File: config.mk
export PLATFORM = sky130hd
export DESIGN_NAME = if_stage_mo
export DESIGN_NICKNAME = d
export VERILOG_FILES = /design/src/rtl/if_stage_mo.sv
export SDC_FILE = /design/constraint.sdc
export NUM_CORES = 1
export LEC_CHECK = 0
export BUFFER_PORTS_ARGS = -buffer_cell sky130_fd_sc_hd__buf_2
export CAP_MARGIN = 20
export CORE_MARGIN = 1
export CORE_UTILIZATION = 35
export DETAILED_ROUTE_END_ITERATION = 16
export GPL_TIMING_DRIVEN = 0
export PLACE_DENSITY = 0.54
export SYNTH_ARGS = -nofsm -noshare
export SYNTH_HDL_FRONTEND = slang
export SYNTH_SLANG_ARGS = --single-unit
File: constraint.sdc
create_clock -name clk -period 4.9 [get_ports clk]
set_input_delay 0.98 -clock clk [delete_from_list [all_inputs] [get_ports clk]]
set_output_delay 0.98 -clock clk [all_outputs]
set_load 0.02 [all_outputs]
File: src/rtl/if_stage_mo.sv
// if_stage_mo: multi-outstanding instruction fetch stage with an in-order instruction buffer
module if_stage_mo #(
  parameter int          MAX_OUTSTANDING = 2,
  parameter int          IBUF_DEPTH      = 4,
  parameter logic [31:0] RESET_PC        = 32'hbfc00000
) (
  input  logic         clk,
  input  logic         reset,
  input  logic         ds_allowin,
  input  logic         redirect_valid,
  input  logic [31:0]  redirect_pc,
  input  logic         ex_flush,
  input  logic [31:0]  ex_pc,
  output logic         fs_to_ds_valid,
  output logic [102:0] fs_to_ds_bus,
  output logic         inst_sram_req,
  output logic         inst_sram_wr,
  output logic [1:0]   inst_sram_size,
  output logic [31:0]  inst_sram_addr,
  output logic [3:0]   inst_sram_wstrb,
  output logic [31:0]  inst_sram_wdata,
  input  logic         inst_sram_addrok,
  input  logic         inst_sram_dataok,
  input  logic [31:0]  inst_sram_rdata
);
  localparam int PW = (IBUF_DEPTH > 1) ? $clog2(IBUF_DEPTH) : 1;
  localparam int IW = $clog2(MAX_OUTSTANDING + 1);
  localparam int CW = $clog2(IBUF_DEPTH + 1);
  logic [31:0]           fetch_pc_q, fetch_pc_d;
  logic                  halted_q, halted_d;
  logic [IW-1:0]         inflight_q, inflight_d, dcnt_q, dcnt_d;
  logic [PW-1:0]         head_q, head_d, tail_q, tail_d, fptr_q, fptr_d;
  logic [CW-1:0]         count_q, count_d;
  logic [31:0]           pc_q [IBUF_DEPTH];
  logic [31:0]           pc_d [IBUF_DEPTH];
  logic [31:0]           inst_q [IBUF_DEPTH];
  logic [31:0]           inst_d [IBUF_DEPTH];
  logic [IBUF_DEPTH-1:0] ex_q, ex_d, filled_q, filled_d;
  logic                  flush_now, has_room, issue, misalign, alloc, fill, drop, pop;
  function automatic logic [PW-1:0] inc(input logic [PW-1:0] p);
    return (p == PW'(IBUF_DEPTH - 1)) ? '0 : p + 1'b1;
  endfunction
  assign inst_sram_wr    = 1'b0;
  assign inst_sram_size  = 2'd2;
  assign inst_sram_wstrb = 4'd0;
  assign inst_sram_wdata = 32'd0;
  assign inst_sram_addr  = fetch_pc_q;
  assign flush_now = redirect_valid | ex_flush;
  assign has_room  = count_q < CW'(IBUF_DEPTH);
  assign inst_sram_req = !reset && !halted_q && !flush_now && fetch_pc_q[1:0] == 2'b00
                         && inflight_q < IW'(MAX_OUTSTANDING) && has_room;
  assign issue    = inst_sram_req && inst_sram_addrok;
  // a misaligned pc becomes a ready-made exception entry and stops fetching until a flush
  assign misalign = !reset && !halted_q && !flush_now && fetch_pc_q[1:0] != 2'b00 && has_room;
  assign alloc    = issue || misalign;
  assign drop     = inst_sram_dataok && dcnt_q != '0;
  assign fill     = inst_sram_dataok && dcnt_q == '0;
  assign fs_to_ds_valid = count_q != '0 && filled_q[head_q];
  assign pop      = fs_to_ds_valid && ds_allowin && !flush_now;
  assign fs_to_ds_bus = {ex_q[head_q], ex_q[head_q] ? 5'h04 : 5'h00, 1'b0, pc_q[head_q],
                         inst_q[head_q], pc_q[head_q]};
  always_comb begin
    fetch_pc_d = fetch_pc_q;
    halted_d   = halted_q;
    head_d     = head_q;
    tail_d     = tail_q;
    fptr_d     = fptr_q;
    pc_d       = pc_q;
    inst_d     = inst_q;
    ex_d       = ex_q;
    filled_d   = filled_q;
    count_d    = count_q + CW'(alloc) - CW'(pop);
    inflight_d = inflight_q + IW'(issue) - IW'(inst_sram_dataok);
    dcnt_d     = drop ? dcnt_q - 1'b1 : dcnt_q;
    if (alloc) begin
      pc_d[tail_q]     = fetch_pc_q;
      inst_d[tail_q]   = 32'd0;
      ex_d[tail_q]     = misalign;
      filled_d[tail_q] = misalign;
      tail_d           = inc(tail_q);
    end
    if (issue) fetch_pc_d = fetch_pc_q + 32'd4;
    if (misalign) halted_d = 1'b1;
    // responses are in order, so the fill pointer always names the oldest unfilled entry
    if (fill) begin
      inst_d[fptr_q]   = inst_sram_rdata;
      ex_d[fptr_q]     = 1'b0;
      filled_d[fptr_q] = 1'b1;
      fptr_d           = inc(fptr_q);
    end
    if (pop) head_d = inc(head_q);
    if (flush_now) begin
      fetch_pc_d = ex_flush ? ex_pc : redirect_pc;
      halted_d   = 1'b0;
      count_d    = '0;
      head_d     = tail_q;
      fptr_d     = tail_q;
      filled_d   = '0;
      dcnt_d     = inflight_q - IW'(inst_sram_dataok);
    end
  end
  always_ff @(posedge clk) begin
    if (reset) begin
      fetch_pc_q <= RESET_PC;
      halted_q   <= 1'b0;
      inflight_q <= '0;
      dcnt_q     <= '0;
      head_q     <= '0;
      tail_q     <= '0;
      fptr_q     <= '0;
      count_q    <= '0;
      filled_q   <= '0;
    end else begin
      fetch_pc_q <= fetch_pc_d;
      halted_q   <= halted_d;
      inflight_q <= inflight_d;
      dcnt_q     <= dcnt_d;
      head_q     <= head_d;
      tail_q     <= tail_d;
      fptr_q     <= fptr_d;
      count_q    <= count_d;
      filled_q   <= filled_d;
    end
  end
  always_ff @(posedge clk) begin
    pc_q   <= pc_d;
    inst_q <= inst_d;
    ex_q   <= ex_d;
  end
  assert property (@(posedge clk) disable iff (reset) !(inst_sram_dataok && inflight_q == '0));
endmodule

**Word-level counts from Yosys, hierarchy flattened**

Index checks and enable logic that the tools add are counted.

- Output and inout bits: 176
- Input port bits: 103
- Logic and storage cells: 124
- Bits in registers: 310

- Mux-type cells: 41
- Bitwise logic cells: 9
- $lt $le $gt $ge: 12
- Add/subtract/negate cells: 10
- Reductions and logical operators: 31
- Equal/unequal tests: 3

Operator list:

| kind | count |
|---|---|
| $mux W32 | 9 |
| $bwmux W128 | 2 |
| $mux W128 | 2 |
| $and A128 B128 Y128 | 1 |
| $bmux W32 S2 | 2 |
| $demux W32 S2 | 2 |
| $not A128 Y128 | 1 |
| $add A32 B3 Y32 const B | 1 |
| $mux W2 | 9 |
| $logic_and A1 B1 Y1 | 17 |
| $mux W4 | 4 |
| $reduce_bool A2 Y1 | 6 |
| $ge A3 B3 Y1 const B | 3 |
| $lt A2 B3 Y1 const B | 3 |
| $not A2 Y3 | 3 |
| $bwmux W4 | 2 |
| $add A2 B1 Y2 const B | 3 |
| $eq A2 B2 Y1 const B | 3 |
| $lt A3 B1 Y1 const B | 2 |
| $and A4 B4 Y4 | 1 |
| $bmux W1 S2 | 2 |
| $demux W1 S2 | 2 |
| $ge A2 B1 Y1 const B | 2 |
| $logic_not A2 Y1 | 2 |
| 16 further kinds | 22 |

**Logic depth before layout (Yosys ltp)**

- Depth after elaboration: 11
- Mapped depth: 12
- Gate-level depth less buffers: 11

**Worst setup path after synthesis**

OpenSTA, ideal clock, no wires.

- Path kind: input port to flip-flop
- From: input port ex_flush
- To: register inst_q[100] in the netlist's numbering
- Data required time: 4.783 ns
- Path buffers: 3
- Arrival time: 3.502 ns
- Stages on the path: 8
- Setup slack: 1.281 ns
- Setup time: 0.117 ns
- Cells stage by stage: buf_2 -> or3_1 -> buf_2 -> a2111oi_4 -> and2_1 -> nor2_1 -> buf_2 -> a22o_1

RTL lines:

| element | line | text |
|---|---|---|
| from (decl) | 12 | `input logic ex_flush,` |
| to (signal assigned) | 127 | `inst_q <= inst_d;` |
| to (decl) | 36 | `logic [31:0] inst_q [IBUF_DEPTH];` |

**Final worst setup path**

- From: register head_q[0]
- To: output port fs_to_ds_bus[94]

- Cells in the longest elaborated chain, start to end: 4

Ends and longest elaborated chain:

| element | line | text |
|---|---|---|
| from (decl) | 32 | `logic [PW-1:0] head_q, head_d, tail_q, tail_d, fptr_q, fptr_d;` |
| from (signal assigned) | 108 | `head_q <= '0;` |
| from (signal assigned) | 118 | `head_q <= head_d;` |
| $not A2 Y3 (implied by the code) | 60 | `assign fs_to_ds_bus = {ex_q[head_q], ex_q[head_q] ? 5'h04 : 5'h00, 1'b0, pc_q[head_q],` |
| $bmux W32 S2 | 60 |  |
| $mux W32 (implied by the code) (2 in a row) | 60 |  |
| to (decl) | 15 | `output logic [102:0] fs_to_ds_bus,` |

No other way between the ends. The select of a mux whose other input is x is not followed.

==> run metrics <==
GR Util met1=0.270; Final ANT Viol Nets=0; CTS buffer count=35; grt ovf=0; Critical Path Start Type=register; Max Cap Viol=0; vias in the first global route=9492; core footprint=37600 um^2; Max clock buf depth=3; synth warn=0; placed cell count=roughly 1800; final wirelength=about 38000 um; Mapped Cells=1050; CP max FO=10; post-synthesis xor/xnor area fraction=0.0105; Post-synth EDFFs=128; critical path arrival=about 3200 ps; die span in y=197 um; Root Buffer=clkbuf_16; worst hold endpoint=ex_q[1]; unique cell type count in the Yosys netlist=64; synth top area cells=edfxtp_1 29%, dfxtp_1 27%, mux4_2 11%; LEAKAGE=6.59 nW; Die Width=197 um; compound-cell area share of the yosys netlist=0.147; worst reg2reg path startpoint=inst_sram_addr[3]; area grow syn2layout=23.6%; worst-skew pair later-pin latency=530 ps; pin count of the biggest net entering global routing=19; global-route usage over all layers=0.194; post-CTS setup buffer count=0; crit path capture type=output pin; final setup violation count=0; GRT Max-Usage Layer=met2; pwr/cell area=~420 nW/um^2; GRT met2 Usage=0.309; Synth Register Bits=between 300 and 400; R2R cell count=6; largest area contributor in the netlist=edfxtp_1; clock skew=21.1 ps; syn avg cell area=12.7 um^2; gpl congestion=0.823; Boundary Pins=279; DRC=0; first-pass GRT wire length=between 50000 and 60000 um; initial antenna violation count=2; Post-Syn Area=13300 um^2; status=complete, no violations; post-synthesis sequential area ratio=0.561; TritonCTS Sinks=310; fraction of layout instances using a drive strength above 1=0.333; clk slew on worst S/H paths=around 50 ps; final core utilization=0.439; CTS tree=built; final hold vios=0; Worst-Margin Slew=990 ps; commonest non-fill, non-tap cell in the layout=buf_2; peak supply drop=0.000219 V; flop-to-flop setup slack=1940 ps; post-synthesis mux area share=0.119; starting density of the core=0.355; Multi-input gate area=around 5000 um^2; Site Rows=between 70 and 80; global routing met3 resource utilization=0.0328; ys async rst share=0; vias=9860; fmax=238 MHz; Filler cells=approximately 3600; 1st-pass router iterations=6; Vias/cell=5.19; routed len/inst=between 15 and 20 um; IO Port Bufs=between 200 and 250; crit path time final=about 4200 ps; Max H-tree Level=2; hold_sp=ex_q[1]; post_cts resized=0; most frequent cells in the layout=255 x buf_2, 182 x dfxtp_1, 128 x a22o_1, 128 x edfxtp_1, 77 x buf_4; Max Slew Vio Count=0; die area=about 39000 um^2; Setup CP Type=register to output pin; Layout Cells excl Fill=1901; Slew headroom=0.334; Hold Path Depth=2; largest family of logic cells by synthesized area=compound AO/OA/AOI/OAI gates; RSZ-0062 raised after global routing=no; share of the synthesized area in the top cell type=0.288; FF/Latch Area=roughly 7500 um^2; fin nets=between 1000 and 1500; Final period util=0.856; Post-Synth Adder-Cell Area=0.0156; Hold Crit Class=register to register; cts-stage hold buffer count=0; DRT iter0 DRCs=just under 700; reg-to-reg endpoint=inst_sram_addr[20]; Synth Area in Simple Gates=0.0739; Most used DFF post-synth=dfxtp_1; Req. time, crit path=3920 ps; dpl hpwl=26100 um
-- worst max-delay path by stage --
stage / from / end / slack [ps] / cells past startpoint
5_1_grt: head_q[0] / fs_to_ds_bus[94] / 410 / 6
6_report: head_q[0] / fs_to_ds_bus[94] / 710 / 6
4_1_cts: head_q[0] / fs_to_ds_bus[94] / 580 / 6
3_5_place_dp: reset / inst_q[126] / 1090 / 8
2_1_floorplan: ex_flush / inst_q[100] / 1280 / 8
3_3_place_gp: reset / inst_q[98] / -110 / 8
-- synth_stat cells (7+ instances only) --
cell / instances
buf_4: 77
nor2b_1: 11
nor2_1: 60
nand3_1: 12
nand2_1: 46
inv_1: 22
a21oi_1: 57
buf_1: 10
edfxtp_1: 128
ha_1: 15
dfxtp_1: 182
nor3_1: 19
xor2_1: 9
a22o_1: 128
buf_2: 22
xnor2_1: 7
a211oi_1: 10
o21ai_0: 12
mux4_2: 65
clkbuf_1: 41
nand4_1: 9
and3_1: 8
mux2i_1: 9
-- registers in the layout (all words and copies together) (netlist names) --
| register | count |
|---|---|
| inst_q | 128 |
| pc_q | 128 |
| inst_sram_addr | 32 |
| ex_q | 4 |
| filled_q | 4 |
| count_q | 3 |
| dcnt_q | 2 |
| fptr_q | 2 |
| head_q | 2 |
| inflight_q | 2 |
| tail_q | 2 |
| halted_q | 1 |
-- per-stage QoR --
| stage | setup WS, ps | area, um^2 | TNS, ps | power, mW | hold WS (ps) |
|---|---|---|---|---|---|
| after floorplan | 1280 | 13500 | 0 | 4.15 | 433 |
| after global placement | -114 | 15300 | -4280 | 4.52 | 444 |
| after detailed placement | 1090 | 15400 | 0 | 4.54 | 452 |
| after CTS | 580 | 16500 | 0 | 7.04 | 459 |
| after global routing | 414 | 16500 | 0 | 7.29 | 477 |
| final | 705 | 16500 | 0 | 6.98 | 458 |
-- area by class of cell --
cell class / count / area share
flip-flops and latches: 310 / 0.454
multi-input cells: 609 / 0.306
repair buffers: 238 / 0.0783
clock buffers: 45 / 0.0560
plain buffers: 151 / 0.0536
well taps: 511 / 0.0388
clock inverters: 14 / 0.00789
inverters: 22 / 0.00501
diodes: 1 / 0.000152
-- where the power goes --
group	switching (mW)	total, mW	leakage [nW]	internal, mW
clock network	1.04	2.48	0.507	1.44
registers	0.221	3.27	2.67	3.05
logic	0.620	1.23	3.42	0.611
-- routing by layer --
layer	routed length, um	up-vias
li1	-	4523
met1	16900	4887
met2	17800	388
met3	2370	58
met4	754	4
met5	23	-
-- critical path, cell delays in order, from the launching register on --
cell and delay [ps]:
dfxtp_1 330, clkbuf_1 290, buf_2 430, buf_1 690, mux4_2 660, buf_4 150, buf_2 150
-- cell families (layout without fill, tap and decap cells) --
family | count (synthesis) | in the layout
flip-flops | 310 | 310
AO/OA/AOI/OAI | 255 | 255
AND/OR/NAND/NOR | 201 | 201
buffers and inverters | 173 | 470
multiplexers | 77 | 77
adder cells (fa/ha/maj) | 16 | 16
XOR/XNOR | 16 | 16
other | 2 | 45
(Power assumes the default switching activity.)
